### config.mk
export PLATFORM = sky130hd
export DESIGN_NAME = call_register
export DESIGN_NICKNAME = d
export VERILOG_FILES = /design/src/rtl/call_register.sv
export SDC_FILE = /design/constraint.sdc
export NUM_CORES = 1
export LEC_CHECK = 0
export BUFFER_PORTS_ARGS = -buffer_cell sky130_fd_sc_hd__buf_2
export CORE_ASPECT_RATIO = 0.5
export CORE_MARGIN = 1
export CORE_UTILIZATION = 25
export CTS_BUF_LIST = sky130_fd_sc_hd__clkbuf_8 sky130_fd_sc_hd__clkbuf_16
export DETAILED_ROUTE_END_ITERATION = 8
export PLACE_DENSITY = 0.37
export SYNTH_ARGS = -nofsm -noshare
export SYNTH_HDL_FRONTEND = slang
export SYNTH_SLANG_ARGS = --single-unit
### constraint.sdc
create_clock -name clk -period 5.2 [get_ports clk]
set_input_delay 0.26 -clock clk [delete_from_list [all_inputs] [get_ports clk]]
set_output_delay 0.26 -clock clk [all_outputs]
set_load 0.02 [all_outputs]
### src/rtl/call_register.sv
// Elevator call register: synchronizes and debounces the floor and door
// buttons, then latches floor calls until the car services that floor with
// the door open. Button index map: 0..7 floors G..F7, 8 door-open, 9 door-close.
module call_register #(
    // Consecutive stable synchronized samples needed to accept a change (2..15)
    parameter int DB_CYCLES = 4
) (
    input  logic       clk,
    input  logic       rst,
    input  logic [7:0] btn,
    input  logic       btn_open,
    input  logic       btn_close,
    input  logic       door_open,
    input  logic [2:0] floor,
    output logic [7:0] req,
    output logic       inopen,
    output logic       inclose,
    output logic       req_any,
    output logic [3:0] req_count
);

    localparam int         NB      = 10;
    localparam logic [3:0] DB_LAST = 4'(DB_CYCLES - 1);

    logic [NB-1:0]      rawBtn;
    logic [NB-1:0]      sync1_q;
    logic [NB-1:0]      sync2_q;
    logic [NB-1:0]      stable_q;
    logic [NB-1:0]      stable_d;
    logic [NB-1:0][3:0] cnt_q;
    logic [NB-1:0][3:0] cnt_d;
    logic [7:0]         prevStable_q;
    logic [7:0]         req_q;
    logic [7:0]         req_d;
    logic [7:0]         pressEvent;
    logic [7:0]         clearMask;

    assign rawBtn = {btn_close, btn_open, btn};

    // Two-flop synchronizer per button; nothing else touches the raw inputs
    always_ff @(posedge clk or posedge rst) begin
        if (rst) begin
            sync1_q <= '0;
            sync2_q <= '0;
        end else begin
            sync1_q <= rawBtn;
            sync2_q <= sync1_q;
        end
    end

    // Debounce: a disagreeing sample advances the counter, an agreeing one
    // restarts it, and the level flips only after DB_CYCLES disagreeing samples in a row
    always_comb begin
        stable_d = stable_q;
        cnt_d    = cnt_q;
        for (int i = 0; i < NB; i++) begin
            if (sync2_q[i] == stable_q[i]) begin
                cnt_d[i] = '0;
            end else if (cnt_q[i] == DB_LAST) begin
                stable_d[i] = sync2_q[i];
                cnt_d[i]    = '0;
            end else begin
                cnt_d[i] = cnt_q[i] + 4'd1;
            end
        end
    end

    // Debounce counters and accepted stable levels
    always_ff @(posedge clk or posedge rst) begin
        if (rst) begin
            stable_q <= '0;
            cnt_q    <= '0;
        end else begin
            stable_q <= stable_d;
            cnt_q    <= cnt_d;
        end
    end

    // Previous stable floor levels, used to find the one-cycle rising edge
    always_ff @(posedge clk or posedge rst) begin
        if (rst) begin
            prevStable_q <= '0;
        end else begin
            prevStable_q <= stable_q[7:0];
        end
    end

    assign pressEvent = stable_q[7:0] & ~prevStable_q;

    // Servicing the current floor with the door open clears that call, and the
    // clear beats a press arriving in the same cycle
    always_comb begin
        clearMask = '0;
        if (door_open) begin
            clearMask[floor] = 1'b1;
        end
        req_d = (req_q | pressEvent) & ~clearMask;
    end

    // Latched pending calls
    always_ff @(posedge clk or posedge rst) begin
        if (rst) begin
            req_q <= '0;
        end else begin
            req_q <= req_d;
        end
    end

    // Population count of pending calls, straight off the register
    always_comb begin
        req_count = '0;
        for (int i = 0; i < 8; i++) begin
            req_count = req_count + {3'b000, req_q[i]};
        end
    end

    assign req     = req_q;
    assign req_any = |req_q;
    assign inopen  = stable_q[8];
    assign inclose = stable_q[9] & ~stable_q[8];

endmodule

# After elaboration in Yosys (flattened, before gate mapping)
# Index checks and enable logic that the tools add are counted.
[totals]
reg_bits = 86
latch_bits = 0
mem_bits_rw = 0
mem_bits_ro = 0
input_bits = 16
out_inout_bits = 15
wordCells = 115
mem_count = 0
[op_classes]
addsub = 17
n_mul = 0
n_div = 0
magnitude_cmp = 2
eq_ne = 20
shifts = 0
mux = 23
bitwise_logic = 17
reduce_logical = 12
[op_table]
columns = ["cell", "n"]
rows = [
  ["two-way mux 4 bit", 20],
  ["adder 4 x 1 -> 4 bit, second input constant", 10],
  ["equality test 4 x 2 -> 1 bit, second input constant", 10],
  ["AND reduction 2 bit", 10],
  ["adder 4 x 1 -> 4 bit", 4],
  ["AND 8 bit", 2],
  ["NOT 8 bit", 2],
  ["NOT 1 bit", 11],
  ["equality test 1 bit", 10],
  ["two-way mux 8 bit", 1],
  ["OR 8 bit", 1],
  ["OR reduction 8 bit", 1],
  ["adder 3 x 1 -> 4 bit", 1],
  ["less-than comparator 3 x 4 -> 1 bit, second input constant", 1],
  ["adder 2 x 1 -> 3 bit", 1],
  ["demux 1 bit (select 3 bit)", 1],
  [">= comparator 3 x 1 -> 1 bit, second input constant", 1],
  ["adder 1 x 1 -> 2 bit", 1],
  ["AND 1 bit", 1],
  ["logical AND 1 bit", 1],
  ["two-way mux 1 bit", 1],
]

# Longest topological paths before layout
# Gate-level depths: netlist of run 1.
[logic_depth]
ltp_word = 7
ltp_mapped = 9
depth_no_buf = 9

# Worst setup path before layout of run 1
# Ideal clock, no wire load.
[synth_path]
path_kind = "register to output"
from = "reg req_q[0], in the netlist req[0]"
to = "out req_count[2]"
t_arrival_ns = 2.956
required_ns = 4.940
slack_ns = 1.984
stages_incl_launch_ff = 10
path_buffers = 0
cell_sequence = "dfrtp_1 fa_1 inv_1 fa_1 fa_1 inv_1 ha_1 inv_1 fa_1 xnor2_1"
[synth_via]
elab_chain_cells = 7
[synth_lines]
columns = ["item", "line_no", "rtl"]
rows = [
  ["from (decl)", "33", "logic [7:0] req_q;"],
  ["from (signal assigned)", "105", "req_q <= req_d;"],
  ["adder 1 x 1 -> 2 bit", "113", "req_count = req_count + {3'b000, req_q[i]};"],
  ["adder 2 x 1 -> 3 bit", "113", ""],
  ["adder 3 x 1 -> 4 bit", "113", ""],
  ["adder 4 x 1 -> 4 bit (4 in series)", "113", ""],
  ["to (decl)", "19", "output logic [3:0] req_count"],
]
# No other way between the ends.

# Worst setup path in the final report of run 1
# Same ends and word-level chain as after synthesis.

==> impl_metrics.json, run 1 <==
{
  "port_buffers": 30,
  "cts_sinks": 86,
  "fmax_mhz": 288,
  "cts_tree": "yes",
  "synth_edf_count": 0,
  "hold_ws_ns": 0.0274,
  "yosysTopAreaCellShare_pct": 60.1,
  "switching_share_pct": 37.2,
  "syn_inst": 266,
  "num_vias": 2080,
  "grt.total_usage_pct": 9.18,
  "slew_viol_final": 0,
  "via_per_inst": 4.11,
  "yosysMostFrequentCell": "dfrtp_1",
  "nets": 343,
  "core_area_sq_um": 13800,
  "ys_top_cells_by_area": "dfrtp_1, ha_1, nor3b_2, nor2b_1, nor4_2",
  "critPathLaunchType": "flop",
  "dieWidth_um": 171,
  "start_util_pct": 26.0,
  "hold_path.class": "input pin to flop",
  "hold_end": "sync1_q[5]$_DFF_PP0_",
  "io_pins": 31,
  "synthArstFlopShare_pct": 100,
  "synth_seq_cells": 86,
  "grt_pass1_vias": 2006,
  "gp_congestion": 0.743,
  "cp_max_fo": 4,
  "power_frac_comb_pct": 38.3,
  "drt-pass1-iter-count": 4,
  "synth_area_sq_um": 3580,
  "ir_drop_mv": 0.374,
  "clock_latency_ns": 0.33,
  "power_density_nw_per_um2": 633,
  "synth_top_cell_by_area": "dfrtp_1",
  "r2r_cells": 3,
  "min_period_over_period_pct": 66.8,
  "clkPwrFrac_pct": 25.7,
  "cts_root_buf": "clkbuf_16",
  "cts_buffer_depth": 2,
  "drc_errors": 0,
  "end_kind": "primary output",
  "synth_top_flop_cell": "dfrtp_1",
  "fillers": 1378,
  "grt_overflow": 0,
  "r2r_end": "stable_q[6]$_DFFE_PP0P_",
  "postCtsSetupBuffers": 0,
  "wl_per_cell_um": 12.1,
  "postRouteAntennaNets": 0,
  "fin_tns_setup_ns": 0,
  "drt_iter0_drc": 80,
  "final-setup-viol-count": 0,
  "grt_pass1_wl_um": 10200,
  "synth_seq_area_share_pct": 60.1,
  "synth_common_cells": "dfrtp_1, a21oi_1, nor2b_1",
  "place_hpwl_um": 4390,
  "timing_worst_setup_path_type": "flop to primary output",
  "crit-reg2reg-launch": "cnt_q[24]$_DFF_PP0_",
  "rsz0062_at_grt": "false",
  "hp-start": "btn[5]",
  "relSlewSlack_pct": 47.5,
  "dieArea_sq_um": 14800,
  "worstMarginPinSlew_ns": 0.787,
  "cp_data_required_time_ns": 4.94,
  "cp.arrival_ns": 3.21,
  "internal_power_mw": 1.72,
  "antennaDiodeCount": 0,
  "p_sw_mw": 1.02,
  "maxCapViolations": 0,
  "status": "complete, no violations",
  "synthDistinctLibCells": 24,
  "antenna_found_initial": 0,
  "syn-num-nets": 300,
  "drive_gt1_share_pct": 24.8,
  "grt_max_degree": 63,
  "period_needed_ns": 3.47,
  "synth_area_per_cell_sq_um": 13.5,
  "r2r_setup_slack_ns": 3.89,
  "die_y_um": 86.6,
  "cts_made_buffers": 9,
  "htree_levels": 3,
  "hold_depth": 1,
  "startpoint": "req[0]$_DFF_PP0_",
  "utilization_pct": 31.4,
  "seqPwrFrac_pct": 36.0,
  "rows": 30,
  "p_leak_nw": 1.88,
  "syn2layout_area_growth_pct": 20.7,
  "ys_warn_count": 0,
  "path_clk_slew_ns": 0.06,
  "fin_skew_ns": 0.00426,
  "hold_violations": 0,
  "drt-total-wl_um": 6140
}
-- stage by stage --
| step | power (mW) | area, sq um | cells | setup WS [ns] |
|---|---|---|---|---|
| final | 2.74 | 4320 | 506 | 1.73 |
| after global routing | 2.95 | 4320 | 506 | 1.51 |
| after CTS | 2.78 | 4320 | 506 | 1.69 |
| after detailed placement | 2.06 | 3980 | 489 | 2.06 |
| after global placement | 2.03 | 3980 | 489 | 2.08 |
| after floorplan | 1.73 | 3580 | 266 | 1.98 |
-- area by class of cell --
type                            count  area [sq um]  area share [%]
Sequential cell                    86          2150            49.8
Multi-Input combinational cell    164          1370            31.7
Tap cell                          192           240            5.56
Clock buffer                       10           239            5.53
Timing Repair Buffer               32           168            3.88
Clock inverter                      6          92.6            2.14
Inverter                           16          61.3            1.42
-- per-layer routing --
layer	global-route usage, %	up-vias	routed length, um
li1	-	1038	-
met1	12.1	1007	3110
met2	13.6	29	2750
met3	3.42	6	217
met4	3.65	0	66
met5	0	-	0
-- registers in the layout (all words and copies together), names as in the netlist --
| signal | cells |
|---|---|
| prevStable_q | 8 |
| stable_q | 10 |
| req | 8 |
| sync1_q | 10 |
| sync2_q | 10 |
| cnt_q | 40 |
-- placed cells by master, fill, tap and decap left out --
master,count
o22ai_1,1
a2bb2oi_1,2
nand2b_1,12
clkbuf_8,1
nand2_1,2
nor2b_1,18
clkbuf_16,9
nor4_2,9
clkinv_2,1
dlygate4sd3_1,1
a21oi_1,21
a2111oi_2,1
clkinvlp_4,2
or2b_1,1
nand3b_1,10
bufinv_16,2
inv_2,1
dfrtp_1,86
inv_1,14
ha_1,14
fa_1,4
nor3_1,11
mux2_1,1
nand4_1,1
mux2_2,9
inv_6,2
nor2_1,10
nor3b_2,10
buf_4,1
and4_1,10
xnor2_1,11
buf_2,30
o32a_1,6
-- power by group through the flow --
stage          logic, mW  clock network, mW  registers (mW)
3_5_place_dp        1.06                  0            1.00
3_3_place_gp        1.04                  0           0.990
6_report            1.05              0.704           0.984
5_1_grt             1.18              0.760            1.01
4_1_cts             1.06              0.730           0.988
2_1_floorplan      0.735                  0            1.00
-- worst max-delay path: stages (launching register included) --
cell	delay, ns
dfrtp_1	0.42
fa_1	0.54
inv_1	0.05
fa_1	0.49
fa_1	0.42
inv_1	0.07
ha_1	0.15
inv_1	0.05
fa_1	0.37
xnor2_1	0.13
buf_2	0.18
-- how the worst max path moves through the flow --
stage | slack, ns | depth (start not counted) | to
final | 1.73 | 10 | req_count[2]
after CTS | 1.69 | 10 | req_count[2]
after global placement | 2.08 | 10 | req_count[2]
after detailed placement | 2.06 | 10 | req_count[2]
after floorplan | 1.98 | 9 | req_count[2]
after global routing | 1.51 | 10 | req_count[2]
-- logic make-up (layout without fill, tap and decap cells) --
| family | count (synthesis) | after routing | synth area share (%) |
|---|---|---|---|
| adders and majority gates | 18 | 18 | 7.13 |
| muxes | 10 | 10 | 3.14 |
| AOI/OAI and AO/OA | 31 | 31 | 5.69 |
| DFF | 86 | 86 | 60.1 |
| buffers and inverters | 16 | 64 | 1.68 |
| and+or+nand+nor | 94 | 94 | 19.6 |
| xor gates and xnor gates | 11 | 11 | 2.69 |
-- repair_timing --
action / in CTS / in global routing
hold buffers: 1 / 0
resized for setup: 0 / 0
endpoints found under the hold margin: 24 / 0
(Power assumes the default switching activity.)
==> inputs of run 2 (changes only) <==
==> constraint.sdc (replaced) <==
create_clock -name clk -period 3.33 [get_ports clk]
set_input_delay 0.1665 -clock clk [delete_from_list [all_inputs] [get_ports clk]]
set_output_delay 0.1665 -clock clk [all_outputs]
set_load 0.02 [all_outputs]
==> impl_metrics.json, run 2 (synthesis results as in run 1) <==
{
  "status": "finished with violations",
  "violations": "negative setup slack",
  "cts_tree": "yes",
  "grt_pass1_vias": 2207,
  "multiInputGateArea_sq_um": 1380,
  "period_needed_ns": 3.43,
  "timing_worst_setup_path_type": "flop to primary output",
  "dp_slack_ns": 0.268,
  "htree_levels": 3,
  "hold_violations": 0,
  "grt_overflow": 0,
  "postRouteAntennaNets": 0,
  "syn2layout_area_growth_pct": 24.1,
  "dieArea_sq_um": 14800,
  "slew_viol_final": 0,
  "drt-pass1-iter-count": 4,
  "antennaDiodeCount": 0,
  "grt_max_degree": 44,
  "drive_gt1_share_pct": 26.6,
  "final_common_cell": "dfrtp_1",
  "critPathSlowestCell": "fa_1",
  "io_pins": 31,
  "min_period_over_period_pct": 103,
  "drc_errors": 0,
  "ir_drop_mv": 0.525,
  "critPathMaxStageDelay_ns": 0.56,
  "critPathLaunchType": "flop",
  "maxCapViolations": 0,
  "path_clk_slew_ns": 0.06,
  "port_buffers": 30,
  "cp_data_required_time_ns": 3.16,
  "hp-start": "floor[1]",
  "rsz0062_at_grt": "true",
  "start_util_pct": 26.0,
  "cp.arrival_ns": 3.26,
  "relSlewSlack_pct": 48.6,
  "cts_sinks": 86,
  "fin_ws_ns": -0.0977,
  "largest_reg_flops": 40,
  "rows": 30,
  "core_area_sq_um": 13800,
  "power_density_nw_per_um2": 1010,
  "crit_chain": "fa_1 -> inv_2 -> fa_1 -> fa_1 -> inv_1 -> ha_2 -> inv_2 -> fa_2 -> inv_2 -> buf_6",
  "grt.total_usage_pct": 10.0,
  "p_total_mw": 4.49,
  "fin_skew_ns": 0.00561,
  "fillers": 1391,
  "p_leak_nw": 1.92,
  "fmax_mhz": 292,
  "drt-total-wl_um": 6490,
  "via_per_inst": 4.19,
  "grt_pass1_wl_um": 11100,
  "die_y_um": 86.6,
  "wl_per_cell_um": 12.5,
  "hold_path.class": "input pin to flop",
  "cp_max_fo": 2,
  "final-setup-viol-count": 2,
  "end_kind": "primary output",
  "antenna_found_initial": 0,
  "gp_congestion": 0.749,
  "final_cell_mix": "dfrtp_1, buf_2, a21oi_1",
  "worstMarginPinSlew_ns": 0.769,
  "nets": 356,
  "num_vias": 2177,
  "final-seq-area_sq_um": 2150,
  "place_hpwl_um": 4570,
  "regMostFlops": "cnt_q",
  "clock_latency_ns": 0.34,
  "cts_buffer_depth": 2,
  "crit-reg2reg-launch": "cnt_q[20]$_DFF_PP0_",
  "drt_iter0_drc": 50,
  "cts_root_buf": "clkbuf_16",
  "startpoint": "req[0]$_DFF_PP0_",
  "dieWidth_um": 171,
  "cts_made_buffers": 9
}
[run 2: where the power goes]
group | switching, mW | leakage (nW) | internal (mW)
logic | 1.02 | 0.712 | 0.908
registers | 0.227 | 1.07 | 1.31
clock network | 0.407 | 0.144 | 0.620
total | 1.66 | 1.92 | 2.84
[run 2: worst paths after layout]
check	to	slack (ns)	cells past startpoint
setup reg to reg	stable_q[5]$_DFFE_PP0P_	2.03	3
setup / recovery	req_count[1]	-0.1	10
hold reg to reg	sync2_q[2]$_DFF_PP0_	0.35	0
max in group asynchronous	req[5]$_DFF_PP0_	2.02	4
hold / removal	req[4]$_DFF_PP0_	0.16	2
min in group asynchronous	sync1_q[8]$_DFF_PP0_	0.48	3
[run 2: per-stage QoR]
| stage | cell area (sq um) | cells | setup TNS [ns] | utilization, % | hold WS, ns |
|---|---|---|---|---|---|
| after floorplan | 3580 | 266 | 0 | - | 0.198 |
| after global placement | 3990 | 490 | 0 | 29.0 | 0.275 |
| after detailed placement | 3990 | 490 | 0 | 29.0 | 0.276 |
| after CTS | 4420 | 518 | -0.0667 | 32.1 | 0.144 |
| after global routing | 4450 | 519 | -0.371 | 32.3 | 0.156 |
| final | 4450 | 519 | -0.174 | 32.3 | 0.163 |
[run 2: worst max-delay path: cells and delay by family (launching register included)]
family     cells  cell delay, ns
fa+ha+maj      5            2.23
buf+inv        5            0.30
flops          1            0.40
[run 2: metal layers]
| layer | track usage (%) | share of wire [%] | vias to the layer above |
|---|---|---|---|
| met5 | 0 | 0 | - |
| met4 | 4.63 | 1.3 | 0 |
| met3 | 3.74 | 4.0 | 7 |
| met2 | 15.2 | 46 | 34 |
| met1 | 12.7 | 49 | 1082 |
| li1 | - | - | 1054 |
[run 2: what timing repair did]
item | CTS | global route
pin swaps | 0 | 3
resized for setup | 2 | 7
setup buffers | 1 | 1
endpoints found under the hold margin | 51 | 0
hold buffers | 11 | 0
setup endpoints to repair | 2 | 2
gates cloned | 0 | 0
[run 2: cell type report]
class / instances / area share [%]
flip-flops and latches: 86 / 48.4
well taps: 192 / 5.40
repair buffers: 45 / 6.73
clock buffers: 11 / 5.69
multi-input cells: 164 / 31.1
clock inverters: 5 / 1.29
inverters: 16 / 1.38
